$ cat src/rtl/irq_sequencer.sv
`default_nettype none
// ============================================================================
// Module   : irq_sequencer
// Purpose  : Arbitrates Timer0 interrupt flags and runs the request / ack /
//            service / return handshake with the core, strobing TIFR clear.
// Options  : define IRQ_ROUND_ROBIN_EN for round-robin arbitration
//            (default build: fixed priority, lowest index wins).
// Revision : 1.0 - initial release
// ============================================================================
module irq_sequencer #(
   parameter int NUM_SRC       = 3,
   parameter int I_ADDR_WIDTH  = 10,
   parameter int VECTOR_BASE   = 1,
   parameter int VECTOR_STRIDE = 1
) (
   input  logic                       clk,
   input  logic                       reset,
   input  logic [NUM_SRC-1:0]         src_flag,
   input  logic [NUM_SRC-1:0]         src_mask,
   input  logic                       global_ie,
   input  logic                       irq_ack,
   input  logic                       reti,
   output logic                       irq,
   output logic [I_ADDR_WIDTH-1:0]    vector,
   output logic [$clog2(NUM_SRC)-1:0] active_id,
   output logic [NUM_SRC-1:0]         flag_clr,
   output logic                       in_service
);

   localparam int ID_W = $clog2(NUM_SRC);

   typedef enum logic [1:0] {
      IDLE = 2'd0,
      REQ  = 2'd1,
      SVC  = 2'd2
   } state_t;

   state_t                  state;
   logic [NUM_SRC-1:0]      eligible;
   logic [ID_W-1:0]         win_id;
   logic [I_ADDR_WIDTH-1:0] win_vec;
   logic                    withdraw;

   assign eligible = src_flag & src_mask & {NUM_SRC{global_ie}};

`ifdef IRQ_ROUND_ROBIN_EN
   logic [ID_W-1:0] rr_ptr;
   int              best;
   int              dist;

   // Winner is the eligible source at the smallest circular distance from rr_ptr.
   always_comb begin
      win_id = '0;
      best   = NUM_SRC;
      dist   = 0;
      for (int i = 0; i < NUM_SRC; i++) begin
         dist = (i + NUM_SRC - int'(rr_ptr)) % NUM_SRC;
         if (eligible[i] && (dist < best)) begin
            best   = dist;
            win_id = ID_W'(i);
         end
      end
   end
`else
   always_comb begin
      win_id = '0;
      for (int i = NUM_SRC - 1; i >= 0; i--) begin
         if (eligible[i]) win_id = ID_W'(i);
      end
   end
`endif

   assign win_vec  = I_ADDR_WIDTH'(VECTOR_BASE)
                   + I_ADDR_WIDTH'(win_id) * I_ADDR_WIDTH'(VECTOR_STRIDE);

   // The granted request is withdrawn once its own source stops being eligible.
   assign withdraw = !global_ie || !src_flag[active_id] || !src_mask[active_id];

   always_ff @(posedge clk) begin
      if (reset) begin
         state      <= IDLE;
         irq        <= 1'b0;
         vector     <= '0;
         active_id  <= '0;
         flag_clr   <= '0;
         in_service <= 1'b0;
`ifdef IRQ_ROUND_ROBIN_EN
         rr_ptr     <= '0;
`endif
      end else begin
         flag_clr <= '0;
         case (state)
            IDLE: begin
               if (|eligible) begin
                  irq       <= 1'b1;
                  vector    <= win_vec;
                  active_id <= win_id;
                  state     <= REQ;
               end
            end
            REQ: begin
               if (irq_ack) begin
                  irq                 <= 1'b0;
                  flag_clr[active_id] <= 1'b1;
                  in_service          <= 1'b1;
                  state               <= SVC;
`ifdef IRQ_ROUND_ROBIN_EN
                  rr_ptr <= (active_id == ID_W'(NUM_SRC - 1)) ? '0
                                                               : active_id + ID_W'(1);
`endif
               end else if (withdraw) begin
                  irq   <= 1'b0;
                  state <= IDLE;
               end
            end
            SVC: begin
               if (reti) begin
                  in_service <= 1'b0;
                  state      <= IDLE;
               end
            end
            default: state <= IDLE;
         endcase
      end
   end

endmodule
`default_nettype wire

$ cat config.mk
export PLATFORM = sky130hd
export DESIGN_NAME = irq_sequencer
export DESIGN_NICKNAME = d
export VERILOG_FILES = /design/src/rtl/irq_sequencer.sv
export SDC_FILE = /design/constraint.sdc
export NUM_CORES = 1
export LEC_CHECK = 0
export CAP_MARGIN = 20
export CORE_MARGIN = 3
export CORE_UTILIZATION = 30
export DETAILED_ROUTE_END_ITERATION = 12
export GPL_ROUTABILITY_DRIVEN = 0
export PLACE_DENSITY_LB_ADDON = 0.1
export SETUP_SLACK_MARGIN = 0.3
export SYNTH_ARGS = -nofsm -noshare
export SYNTH_HDL_FRONTEND = slang
export SYNTH_SLANG_ARGS = --single-unit
$ cat constraint.sdc
create_clock -name clk -period 1.1 [get_ports clk]
set_input_delay 0.165 -clock clk [delete_from_list [all_inputs] [get_ports clk]]
set_output_delay 0.165 -clock clk [all_outputs]
set_load 0.02 [all_outputs]
==> impl_metrics.env <==
export IMPL_path_buf_inv=0
export IMPL_required_ns=1.26
export IMPL_worstPathCellList="and4b_1 -> o311ai_4 -> o22ai_1"
export IMPL_remaining_drc_errors=0
export IMPL_min_to="active_id[0]$_SDFFE_PP0P_"
export IMPL_die_w_um=52.12
export IMPL_clock_path_buffers=2
export IMPL_timing_rr_end="state[0]$_SDFFE_PP0P_"
export IMPL_hold_viol_final=0
export IMPL_numCtsBuffers=3
export IMPL_max_clock_freq_mhz=859.2
export IMPL_violations="negative setup slack"
export IMPL_seq_area_frac_synth_pct=37.65
export IMPL_drive_gt1_share_pct=49.04
export IMPL_arrival_ns=1.32
export IMPL_clock_sinks=12
export IMPL_p_leak_nw=0.4566
export IMPL_die_area_um2=2716
export IMPL_ys_warn_count=0
export IMPL_cap_violations=0
export IMPL_status="finished with violations"
export IMPL_synth_cell_types=31
export IMPL_synth_ff_latch_count=12
export IMPL_clock_latency_ns=0.28
export IMPL_min_period_over_period_pct=105.8
export IMPL_synth_compound_area_share_pct=16.47
export IMPL_synth_adder_area_share_pct=1.961
export IMPL_worst_slack_ns=-0.06385
export IMPL_ant_nets=0
export IMPL_hold_path_class="input port to flip-flop"
export IMPL_synthSimpleGateAreaFrac_pct=28.43
export IMPL_viasPerCell=4.458
export IMPL_route_vias_total=584
export IMPL_drtIter0Drc=1
export IMPL_fin_crit_ns=1.164
export IMPL_io_buffers=20
export IMPL_slowest_stage="dfxtp_4"
export IMPL_clk_pin_slew_ns=0.08
export IMPL_synth_largest_area_cell="dfxtp_1"
export IMPL_grt_overflow=0
export IMPL_coreArea_um2=1982
export IMPL_root_buffer="clkbuf_4"
export IMPL_fin_nets=117
export IMPL_num_antenna_cells=0
export IMPL_ctsHoldBuffers=0
export IMPL_critPathKind="flip-flop to flip-flop"
export IMPL_routedWlPerCell_um=11.56
export IMPL_grt_pass1_wl_um=2566
export IMPL_ir_worst_vdd_uv=1193
export IMPL_grtUsageTotal_pct=13.03
export IMPL_final_setup_tns_ns=-0.1259
export IMPL_synth_cells=69
export IMPL_reg2reg_slack_ns=-0.06
export IMPL_synth_mux_area_share_pct=3.137
export IMPL_min_from="src_flag[0]"
export IMPL_power_density_nw_per_um2=1005
export IMPL_initial_core_util_pct=32.20
export IMPL_grt_max_degree=9
export IMPL_critPathTopFamily="compound AO/OA/AOI/OAI gates"
export IMPL_power_mw=1.087
export IMPL_drv_slew=0
export IMPL_syn_area_um2=638.1
export IMPL_synth_xor_area_share_pct=0
export IMPL_synth_top_family_by_area="simple AND/OR/NAND/NOR gates"
export IMPL_rows=16
export IMPL_firstDrtPassIters=2
export IMPL_synth_top_area_share_pct=37.65
export IMPL_dp_slack_ns=-0.4339
export IMPL_grt_pass1_vias=578
export IMPL_io_pins=28
export IMPL_critPathMaxFanout=5
export IMPL_cts_max_level=1
export IMPL_area_growth_pct=69.41
export IMPL_start_kind="flip-flop"
export IMPL_skew_ns=0.002464
export IMPL_avgSynthCellArea_um2=9.248
export IMPL_fillCellCount=181
export IMPL_cts_tree="done"
export IMPL_slowest_delay_ns=0.38
export IMPL_cp_end_kind="flip-flop"
export IMPL_antenna_found_initial=0
export IMPL_ys_top_cells_by_area="dfxtp_1 (38%), buf_4 (8.2%), nand2b_1 (6.9%)"
export IMPL_holdPathStages=4
export IMPL_setup_violations=4
export IMPL_die_h_um=52.12
export IMPL_wl_um=1515
export IMPL_hold_slack_ns=0.3887
export IMPL_r2r_start="active_id[0]$_SDFFE_PP0P_"
export IMPL_rsz0062_at_grt="yes"
export IMPL_ff2ff_path_depth=3
export IMPL_hpwl_um=1169
through the flow:
stage | util (%) | instances | instance area [um2]
after floorplan | - | 75 | 675.6
after global placement | 47.60 | 126 | 943.4
after detailed placement | 47.60 | 126 | 943.4
after CTS | 52.59 | 130 | 1042
after global routing | 54.55 | 131 | 1081
final | 54.55 | 131 | 1081
how the worst max path moves through the flow:
stage	start	to	slack, ns	depth (start not counted)
after CTS	active_id[1]$_SDFFE_PP0P_	state[0]$_SDFFE_PP0P_	-0.03	3
final	active_id[0]$_SDFFE_PP0P_	state[0]$_SDFFE_PP0P_	-0.06	3
after global routing	state[1]$_SDFFE_PP0P_	active_id[0]$_SDFFE_PP0P_	-0.12	4
after global placement	src_flag[1]	vector[1]$_SDFFE_PP0P_	-0.39	6
after detailed placement	src_flag[1]	vector[1]$_SDFFE_PP0P_	-0.43	6
after floorplan	active_id[0]$_SDFFE_PP0P_	irq$_SDFFE_PP0P_	-0.01	3
cells in the mapped netlist, drive strengths merged:
cell	instances
nand2	4
mux2i	2
a22o	1
clkbuf	1
buf	7
or2	1
o22ai	2
o311ai	1
dfxtp	12
a221oi	2
nor2	2
and2	2
nor2b	1
a211oi	1
a21oi	3
conb	1
and3	1
ha	1
o21a	1
and4b	2
nor4b	1
inv	5
nand4	1
nor3b	2
nand2b	7
nor4	2
o21ai	2
nor4bb	1
logic make-up (layout without fill, tap and decap cells):
| kind of cell | Yosys count | after routing |
|---|---|---|
| flops | 12 | 12 |
| other cells | 1 | 7 |
| mux | 2 | 2 |
| compound gates | 13 | 13 |
| buf+inv | 13 | 42 |
| simple gates | 27 | 27 |
| fa+ha+maj | 1 | 1 |
metal layers:
metal / routed length (um) / GRT usage, % / vias up
met1: 642 / 14.43 / 264
met3: 90 / 6.304 / 2
li1: - / - / 303
met5: 0 / 0 / -
met4: 12 / 2.620 / 0
met2: 769 / 22.38 / 15
area by class of cell:
type | count | area [um2] | area share (%)
sequential | 12 | 259.0 | 23.96
clock buffer | 4 | 36.28 | 3.356
inverter | 5 | 18.77 | 1.736
timing repair buffer | 33 | 306.5 | 28.36
multi-input combinational | 50 | 426.7 | 39.47
tap | 27 | 33.78 | 3.125
where the power goes:
| part | internal [mW] | total (mW) | leakage, nW | switching, mW |
|---|---|---|---|---|
| sequential | 0.450 | 0.465 | 0.103 | 0.0149 |
| clock | 0.201 | 0.364 | 0.0210 | 0.162 |
| combinational | 0.131 | 0.258 | 0.332 | 0.127 |
| total | 0.783 | 1.09 | 0.457 | 0.304 |
tightest hold or removal path, stage by stage:
cell and delay (ns):
dlygate4sd2_1 0.24, nand2_1 0.07, nand4_1 0.09, o22ai_1 0.07
cells in the final DEF (no fill, tap or decap), types with 3 or more instances in the layout:
master           instances
a21oi_1                  3
buf_4                   12
buf_6                   11
clkbuf_4                 3
clkdlybuf4s50_1          4
conb_1                   7
dfxtp_2                  9
dlygate4sd2_1            6
inv_1                    5
nand2_1                  4
nand2b_1                 6
flip-flops by register name, summed over array words and instances (netlist names):
signal      flops
vector          3
irq             1
state           2
flag_clr        3
in_service      1
active_id       2
what timing repair did:
action                                  in CTS  in global routing
gates cloned                                 0                  0
pin swaps                                    4                  6
buffers inserted                             0                  1
endpoints found under the setup margin      22                 22
endpoints found under the hold margin        0                  0
resized for setup                           80                  9
(Power assumes the default switching activity.)
==> edit: new RTL, same settings <==
The 3 states of `state_t` get a one-hot encoding in 3 bits.
--- a/src/rtl/irq_sequencer.sv
+++ b/src/rtl/irq_sequencer.sv
@@ -29,10 +29,10 @@
 
    localparam int ID_W = $clog2(NUM_SRC);
 
-   typedef enum logic [1:0] {
-      IDLE = 2'd0,
-      REQ  = 2'd1,
-      SVC  = 2'd2
+   typedef enum logic [2:0] {
+      IDLE = 3'b001,
+      REQ  = 3'b010,
+      SVC  = 3'b100
    } state_t;
 
    state_t                  state;
Behaviour: same outputs for any inputs over 10 cycles, from zero or initial values and one cycle with reset high; not proved beyond that.
==> edit against the original RTL <==
- the flow still finishes with violations (setup timing)
- sequential share of layout area fell by 1.2 points
- sequential cell count grew 1
- setup slack got worse by 140 ps
- core utilization rose by 5.8 points
- global-route usage grew 2.4 points
- clock power down 16%
- total power increased by 9.5%
- final area grew 17%
- synthesized area increased by 11%
- wire length is 38% higher
- critical path type unchanged
- critical endpoint is now state[2]
==> edit: results (changes against the original RTL) <==
The via count of the first global-routing pass is 753 (+30%). The wire length after detailed routing was 2090 um (+38%). The worst path arrival time came out at 1440 ps (+120 ps).

The count of different cell masters after synthesis came out at 37 (+19%). The global routing met1 resource utilization is 18.5% (+4.1 points). The iteration count of the initial detailed-routing pass was 4 (+2). The end of the worst register-to-register path is state[2].

The share of total power in sequential cells is 44.0% (+1.2 points). The global routing usage on met3 is 2.72% (-3.6 points). The worst-case vdd ir drop came to 444 uV (-63%). The cell-internal power is 0.000819 W (+4.6%). The aggregate negative setup slack was -1460 ps (-1340 ps).

For hold timing, the worst endpoint is active_id[1]. The wire length of the first global-routing pass came out at 3280 um (+28%). By count the netlist is led by 13 x sky130_fd_sc_hd__dfxtp_1, 7 x sky130_fd_sc_hd__buf_4, 6 x sky130_fd_sc_hd__a21oi_1.

The number of setup violations in the final report came to 12 (+8). The flow ran to the end, but the final reports show violations. The sum of net half-perimeters after detailed placement is 1440 um (+23%). The post-cts sizing count came out at 88 (+10%).

The routed length on met3 was 119 um (+32%). The final reports fail on setup timing. The number of vias in the routed layout is 788 (+35%). The post-route worst setup slack came out at -199 ps (-135 ps). The sequential element share of the synthesized area came out at 36.7% (-0.90 points). The pin count of the biggest net entering global routing is 8 (-1). The compound-gate portion of the synthesized area came to 24.7% (+8.3 points). The total leakage power came out at 0.516 nW (+13%).

The global routing usage summed across all routing layers is 15.5% (+2.4 points).
==> edit: worst max-delay path by stage <==
stage            startpoint   endpoint  cells after the start
2_1_floorplan  active_id[1]   state[2]                      3
3_3_place_gp      global_ie  vector[2]                      6
3_5_place_dp      global_ie  vector[1]                      7
4_1_cts            state[1]        irq                      3
5_1_grt        active_id[1]   state[2]                      3
6_report       active_id[1]   state[2]                      3
==> edit: stage by stage <==
stage	power (W)	hold WS (ps)	utilization, %	setup WS, ps	cells
floorplan	0.000692	358	-	-117	81
global placement	0.000839	449	53.3	-669	140
detailed placement	0.000839	456	53.3	-691	140
CTS	0.00117	381	57.1	-165	145
global route	0.00126	320	60.3	-242	147
finish	0.00119	316	60.3	-199	147
==> edit: cell type report <==
cell class	count	share of cell area, %
Sequential cell	13	22.8
Multi-Input combinational cell	55	42.0
Inverter	5	1.48
Clock buffer	4	2.07
Tap cell	27	2.67
Timing Repair Buffer	43	29.0
